[src/rtl/instruction_fetch_queue.sv]
// Fetch front end: issues IPC-wide fetch requests, buffers returned groups in a
// small FIFO and hands them to the decoder; redirect flushes and restarts fetch.
module instruction_fetch_queue #(
    parameter int ADDRESS_WIDTH = 10,
    parameter int DATA_WIDTH = 32,
    parameter int IPC = 4,
    parameter int QUEUE_DEPTH = 4,
    parameter logic [ADDRESS_WIDTH-1:0] RESET_PC = '0
) (
    input  logic                                clk,
    input  logic                                rst,
    output logic                                IM_req,
    output logic [ADDRESS_WIDTH-1:0]            IM_addr,
    input  logic [IPC*DATA_WIDTH-1:0]           IM_data,
    input  logic                                IM_dataValid,
    input  logic                                redirect,
    input  logic [ADDRESS_WIDTH-1:0]            redirect_pc,
    output logic [IPC*DATA_WIDTH-1:0]           DEC_data,
    output logic                                DEC_dataValid,
    input  logic                                DEC_ready,
    output logic [$clog2(QUEUE_DEPTH):0]        queue_count
);
    localparam int PTR_W = $clog2(QUEUE_DEPTH);
    localparam int CNT_W = PTR_W + 1;
    localparam int GROUP_W = IPC * DATA_WIDTH;
    localparam logic [CNT_W:0] DEPTH_LIMIT = (CNT_W + 1)'(QUEUE_DEPTH);
    localparam logic [ADDRESS_WIDTH-1:0] PC_STEP = ADDRESS_WIDTH'(IPC);

    logic [GROUP_W-1:0]       storage [QUEUE_DEPTH];
    logic [ADDRESS_WIDTH-1:0] pc;
    logic [PTR_W-1:0]         rd_ptr;
    logic [PTR_W-1:0]         wr_ptr;
    logic [CNT_W-1:0]         count;
    logic                     inflight;

    logic [CNT_W:0]           credit_used;
    logic                     issue;
    logic                     push;
    logic                     pop;
    logic                     has_data;

    // Credit counts the outstanding request so a response always has a free slot.
    always_comb begin
        has_data    = (count != '0);
        credit_used = {1'b0, count} + {{CNT_W{1'b0}}, inflight};
        issue       = !rst && !redirect && (credit_used < DEPTH_LIMIT);
        push        = !rst && IM_dataValid && inflight && !redirect;
        pop         = !rst && has_data && DEC_ready && !redirect;
    end

    assign IM_req        = issue;
    assign IM_addr       = pc;
    assign DEC_dataValid = !rst && has_data;
    assign DEC_data      = DEC_dataValid ? storage[rd_ptr] : '0;
    assign queue_count   = rst ? '0 : count;

    always_ff @(posedge clk) begin
        if (rst) begin
            pc       <= RESET_PC;
            rd_ptr   <= '0;
            wr_ptr   <= '0;
            count    <= '0;
            inflight <= 1'b0;
        end else if (redirect) begin
            pc       <= redirect_pc;
            rd_ptr   <= '0;
            wr_ptr   <= '0;
            count    <= '0;
            inflight <= 1'b0;
        end else begin
            inflight <= issue;
            if (issue) begin
                pc <= pc + PC_STEP;
            end
            if (push) begin
                wr_ptr <= wr_ptr + PTR_W'(1);
            end
            if (pop) begin
                rd_ptr <= rd_ptr + PTR_W'(1);
            end
            case ({push, pop})
                2'b10:   count <= count + CNT_W'(1);
                2'b01:   count <= count - CNT_W'(1);
                default: count <= count;
            endcase
        end
    end

    always_ff @(posedge clk) begin
        if (push) begin
            storage[wr_ptr] <= IM_data;
        end
    end
endmodule

[config.mk]
export PLATFORM = sky130hd
export DESIGN_NAME = instruction_fetch_queue
export DESIGN_NICKNAME = d
export VERILOG_FILES = /design/src/rtl/instruction_fetch_queue.sv
export SDC_FILE = /design/constraint.sdc
export NUM_CORES = 1
export LEC_CHECK = 0
export ABC_AREA = 1
export ABC_CLOCK_PERIOD_IN_PS = 14700
export CORE_ASPECT_RATIO = 0.5
export CORE_MARGIN = 2
export CORE_UTILIZATION = 35
export CTS_CLUSTER_SIZE = 25
export DETAILED_ROUTE_END_ITERATION = 6
export PLACE_DENSITY = 0.65
export SETUP_SLACK_MARGIN = 0.4
export SLEW_MARGIN = 20
export SYNTH_ARGS = -nofsm -noshare
export SYNTH_HDL_FRONTEND = slang
export SYNTH_SLANG_ARGS = --single-unit
[constraint.sdc]
create_clock -name clk -period 14.7 [get_ports clk]
set_input_delay 4.41 -clock clk [delete_from_list [all_inputs] [get_ports clk]]
set_output_delay 4.41 -clock clk [all_outputs]
set_load 0.01 [all_outputs]
==> flow_metrics.py, run 1 <==
metrics = {
    "status": {
        "status": "finished clean",
    },
    "pwr": {
        "peakVddDrop_mv": 0.0751,
        "p_per_area_nw_per_um2": 117,
        "p_leak_uw": 0.00858,
    },
    "cells_and_area": {
        "layout_common_cells": "nor2_1 (531), edfxtp_1 (512), clkdlybuf4s50_1 (285)",
        "area_growth_pct": 24.1,
        "drive_above_1_share": 0.0505,
        "final_util": 0.440,
        "stdcell_count": 2784,
        "design_area_um2": 26100,
        "layout_commonest_cell": "nor2_1",
        "nets": 2070,
    },
    "timing": {
        "setup_viol": 0,
        "fin_crit_sh": 0.796,
        "fin_crit_ns": 11.70,
        "tns_ns": 0,
        "skew_ns": 0.0178,
        "slew_violations": 0,
        "rsz0062_at_grt": "no",
        "tightest_slew_ns": 1.06,
        "whs_ns": 0.513,
        "hold_viol_final": 0,
        "clock.fmax_mhz": 85.5,
        "slew_headroom": 0.292,
    },
    "hold_path": {
        "hold_class": "flip-flop to flip-flop",
        "worstHoldStart": "rd_ptr[1]",
    },
    "setup_path": {
        "path_class": "input port to primary output",
        "r2r_start": "inflight",
        "arrival_ns": 7.29,
        "cp.required_ns": 10.29,
        "critPathMaxFanout": 81,
        "crit_path_end_kind": "primary output",
        "crit_path_start_kind": "input port",
        "worstSetupStartpoint": "rst",
    },
    "global_routing": {
        "grt_first_pass_wirelength_um": 74300,
        "grt_pass1_vias": 12800,
        "grt_max_degree": 154,
        "antenna_found_initial": 12,
        "gr-usage-all-layers": 0.157,
        "grt_remaining_overflow": 0,
    },
    "placed_design": {
        "place_area_um2": 24400,
        "numPortBuffers": 285,
        "dp_cells": 2681,
        "dp_hpwl_um": 28900,
        "gp_routability_congestion": 0.868,
    },
    "clocking": {
        "postCtsSetupBuffers": 0,
        "numCtsBuffers": 49,
        "clock_latency_ns": 0.56,
        "ctsResizeCount": 0,
        "htree_levels": 2,
        "cts_tree": "yes",
        "clk_path_buf_depth": 3,
        "cts_sinks": 532,
        "cts_root_buf": "clkbuf_16",
        "cts.clk_slew.worst_paths_ns": 0.06,
        "ctsHoldBuffers": 0,
    },
    "floorplanning": {
        "io_pins": 286,
        "rows": 63,
        "die_w_um": 351,
        "fp.dieH_um": 177,
        "coreArea_um2": 59300,
        "dieArea_um2": 62200,
        "initial_core_util": 0.355,
    },
    "drt": {
        "ant_nets": 0,
        "via_count": 13300,
        "drt_pre_antenna_iters": 5,
        "drc": 0,
        "drt_iter0_drc": 925,
        "vias_per_cell": 4.78,
        "post_drt_wl_per_cell_um": 18.3,
        "wirelength_um": 51100,
    },
    "synth": {
        "syn_avg_cell_area_um2": 12.6,
        "syn_inst": 1673,
        "synth.cell_area_um2": 21000,
        "synth_xor_area_frac": 0.00125,
        "synth_top_area_frac": 0.731,
        "synth_compound_area_frac": 0.0977,
        "synth-edff-count": 512,
        "synth_top_family_by_area": "simple AND/OR/NAND/NOR gates",
        "yosys.area_share.simple": 0.108,
        "async_reset_ff_frac": 0,
        "muxShareOfSynthArea": 0.000476,
        "synthesis.nets": 1823,
        "synth-seq-cells": 532,
        "yosysSeqAreaShare": 0.750,
        "ys_warn_count": 0,
        "ys_types": 29,
        "synthTopCellsByArea": "edfxtp_1 (73%), nor2_1 (9.6%), o21ai_0 (6.0%), a21oi_1 (3.4%), dfxtp_1 (1.9%)",
        "synth-adder-area-share": 0.00452,
        "synth_ff_type": "edfxtp_1",
        "synth_area_leader_cell": "edfxtp_1",
    },
    "job": {
        "drv_cap": 0,
    },
}
==> final cells by class <==
cell class	count	area [um^2]
clock inverter	35	369
multi-input combinational	1011	4510
sequential	532	15800
inverter	29	116
tap	812	1020
antenna	12	30.0
timing repair buffer	297	2980
fill	5363	33200
clock buffer	56	1290
==> layer usage <==
metal | vias to the layer above | track usage | routed length [um]
met5 | - | 0 | 0
met4 | 0 | 0.0769 | 2080
met3 | 99 | 0.0222 | 1770
met2 | 256 | 0.292 | 27800
met1 | 6510 | 0.178 | 19400
li1 | 6430 | - | -
==> path summary, 6_finish.rpt <==
kind | to | slack [ns] | cells past startpoint
setup / recovery | DEC_data[98] | 3.00 | 6
hold / removal | flip-flop | 0.51 | 2
setup reg to reg | storage[2][76] | 11.13 | 6
hold reg to reg | flip-flop | 0.51 | 2
==> registers in the layout, indices dropped and copies added, names as in the netlist, named ones only <==
register  count
rd_ptr        2
inflight      1
IM_addr      10
count         3
storage     512
wr_ptr        2
==> worst max-delay path, cell delays in order <==
cell and delay [ns]:
clkdlybuf4s50_1 0.83, inv_2 0.21, nand2_8 0.49, buf_4 0.55, a21oi_1 0.12, clkdlybuf4s50_1 0.53
==> logic make-up after synthesis <==
| logic type | count (synthesis) |
|---|---|
| flip-flops | 532 |
| XOR/XNOR | 3 |
| AND/OR/NAND/NOR | 591 |
| buffers and inverters | 130 |
| AO/OA/AOI/OAI | 409 |
| adder cells (fa/ha/maj) | 7 |
| multiplexers | 1 |
==> per-stage QoR <==
step           setup slack [ns]  power, uW
6_report                   3.00       3060
5_1_grt                    2.86       3150
4_1_cts                    3.02       3080
3_5_place_dp               3.03       1780
3_3_place_gp               2.78       1780
2_1_floorplan              3.97       1720
==> power breakdown <==
| group | internal [uW] | switching [uW] | total, uW |
|---|---|---|---|
| sequential | 1670 | 3.69 | 1670 |
| clock | 771 | 542 | 1310 |
| combinational | 44.1 | 34.7 | 78.8 |
| total | 2480 | 581 | 3060 |
==> cells in the mapped netlist (2+ instances only) <==
master / n
nor2_1: 535
o21ai_0: 253
inv_2: 3
nand3_1: 14
buf_2: 35
a21oi_1: 142
inv_1: 26
buf_6: 24
o21ai_1: 11
clkbuf_1: 9
ha_1: 6
xor2_1: 3
nand2_1: 36
a21boi_0: 2
clkbuf_2: 24
edfxtp_1: 512
buf_4: 5
dfxtp_1: 20
clkbuf_8: 3
(Power assumes the default switching activity.)
==> run 2, diff against run 1 <==
--- a/config.mk
+++ b/config.mk
@@ -6,13 +6,13 @@
 export NUM_CORES = 1
 export LEC_CHECK = 0
 export ABC_AREA = 1
-export ABC_CLOCK_PERIOD_IN_PS = 14700
+export ABC_CLOCK_PERIOD_IN_PS = 10100
 export CORE_ASPECT_RATIO = 0.5
 export CORE_MARGIN = 2
 export CORE_UTILIZATION = 35
 export CTS_CLUSTER_SIZE = 25
 export DETAILED_ROUTE_END_ITERATION = 6
-export PLACE_DENSITY = 0.65
+export PLACE_DENSITY = 0.67
 export SETUP_SLACK_MARGIN = 0.4
 export SLEW_MARGIN = 20
 export SYNTH_ARGS = -nofsm -noshare
==> constraint.sdc (replaced) <==
create_clock -name clk -period 10.1 [get_ports clk]
set_input_delay 3.03 -clock clk [delete_from_list [all_inputs] [get_ports clk]]
set_output_delay 3.03 -clock clk [all_outputs]
set_load 0.01 [all_outputs]
==> run 2 against run 1 <==
Clock skew decreased by 0.0064 ns. Count of clock-buffer cells in the layout increased by 11. Die area is the same. First-iteration DRC count increased by 16%. Design area decreased by 0.55%. Non-clock buffer count is 4 higher. Critical path type unchanged.
==> flow_metrics.py, run 2 (synthesized netlist as in run 1, its figures left out) <==
metrics = {
    "cells_and_area": {
        "fillCellCount": 5342,
        "layout_commonest_cell": "nor2_1",
        "regMostFlops": "storage",
        "drive_above_1_share": 0.0514,
        "largest_register_ff_count": 512,
        "area_growth_pct": 23.4,
        "nets": 2076,
        "layout_common_cells": "nor2_1 (531), edfxtp_1 (512), clkdlybuf4s50_1 (285)",
    },
    "timing": {
        "rsz0062_at_grt": "no",
        "slew_headroom": 0.292,
        "tns_ns": 0,
        "fin_crit_sh": 0.862,
        "hold_viol_final": 0,
        "fin_crit_ns": 8.70,
        "setup_viol": 0,
        "slew_violations": 0,
        "clock.fmax_mhz": 115,
        "tightest_slew_ns": 1.06,
        "skew_ns": 0.0115,
        "worst_slack_ns": 1.40,
    },
    "clocking": {
        "ctsHoldBuffers": 0,
        "cts_root_buf": "clkbuf_16",
        "cts_sinks": 532,
        "clock_latency_ns": 0.57,
        "ctsResizeCount": 0,
        "cts.clk_slew.worst_paths_ns": 0.06,
        "numCtsBuffers": 51,
        "postCtsSetupBuffers": 0,
        "clk_path_buf_depth": 3,
        "htree_levels": 2,
        "cts_tree": "yes",
    },
    "global_routing": {
        "grt_remaining_overflow": 0,
        "grt_util_met2": 0.308,
        "grt_first_pass_wirelength_um": 75900,
        "grt_max_degree": 160,
        "gr-usage-all-layers": 0.160,
        "globalRouteMet3Util": 0.0193,
        "grt_util_met1": 0.171,
        "grt_pass1_vias": 13200,
        "busiest_layer": "met2",
        "antenna_found_initial": 8,
    },
    "placed_design": {
        "numPortBuffers": 285,
        "dpl_worst_slack_ns": 1.38,
        "dp_hpwl_um": 30400,
        "gp_routability_congestion": 0.824,
    },
    "floorplanning": {
        "die_w_um": 351,
        "rows": 63,
        "io_pins": 286,
        "initial_core_util": 0.355,
        "coreArea_um2": 59300,
        "dieArea_um2": 62200,
        "fp.dieH_um": 177,
    },
    "drt": {
        "vias_per_cell": 4.83,
        "drt_pre_antenna_iters": 5,
        "via_count": 13500,
        "drt_iter0_drc": 1069,
        "drc": 0,
        "wirelength_um": 51100,
        "post_drt_wl_per_cell_um": 18.3,
        "ant_nets": 0,
    },
    "job": {
        "drv_cap": 0,
    },
    "pwr": {
        "peakVddDrop_mv": 0.114,
        "p_per_area_nw_per_um2": 166,
        "p_leak_uw": 0.00855,
    },
    "setup_path": {
        "cp.required_ns": 7.07,
        "crit_path_start_kind": "input port",
        "critPathMaxFanout": 67,
        "arrival_ns": 5.67,
        "path_class": "input port to primary output",
        "crit_path_end_kind": "primary output",
    },
    "hold_path": {
        "hold_class": "flip-flop to flip-flop",
    },
    "status": {
        "status": "finished clean",
    },
}
-- run 2: report_power, final --
part           switching, uW  internal [uW]  total [uW]
clock network            773            988        1760
registers               5.24           2430        2430
logic                   50.6           64.1         115
-- run 2: critical path, stage by stage --
cell             delay, ns
clkdlybuf4s50_1       0.82
inv_2                 0.16
nand2_4               0.67
buf_12                0.34
a21oi_1               0.08
clkdlybuf4s50_1       0.51
-- run 2: final timing paths --
kind,start,to,slack [ns],cells past startpoint
max reg2reg,inflight,storage[0][114],7.24,5
min reg2reg,rd_ptr[1],flip-flop,0.49,2
max,rst,DEC_data[73],1.40,6
min,rd_ptr[1],flip-flop,0.49,2
-- run 2: per-stage QoR --
| stage | area (um^2) | hold WS, ns | util | power (uW) | std cells |
|---|---|---|---|---|---|
| floorplan | 21000 | 0.470 | - | 2500 | 1673 |
| CTS | 25900 | 0.492 | 0.438 | 4330 | 2777 |
| global route | 26000 | 0.537 | 0.438 | 4430 | 2784 |
| detailed placement | 24400 | 0.480 | 0.412 | 2590 | 2685 |
| global placement | 24400 | 0.474 | 0.412 | 2590 | 2685 |
| finish | 26000 | 0.492 | 0.438 | 4310 | 2784 |
-- run 2: metal layers --
layer / vias up / wire, um
li1: 6425 / -
met1: 6593 / 18600
met2: 321 / 28400
met3: 116 / 1730
met4: 2 / 2370
met5: - / 13
-- run 2: final cells by class --
class                      instances  area, um^2  area share
timing repair buffer             301        3000       0.116
inverter                          29         116     0.00448
multi-input combinational       1011        4500       0.173
sequential                       532       15800       0.608
antenna                            7        17.5    0.000675
clock inverter                    25         178     0.00685
clock buffer                      67        1350      0.0519
tap                              812        1020      0.0391
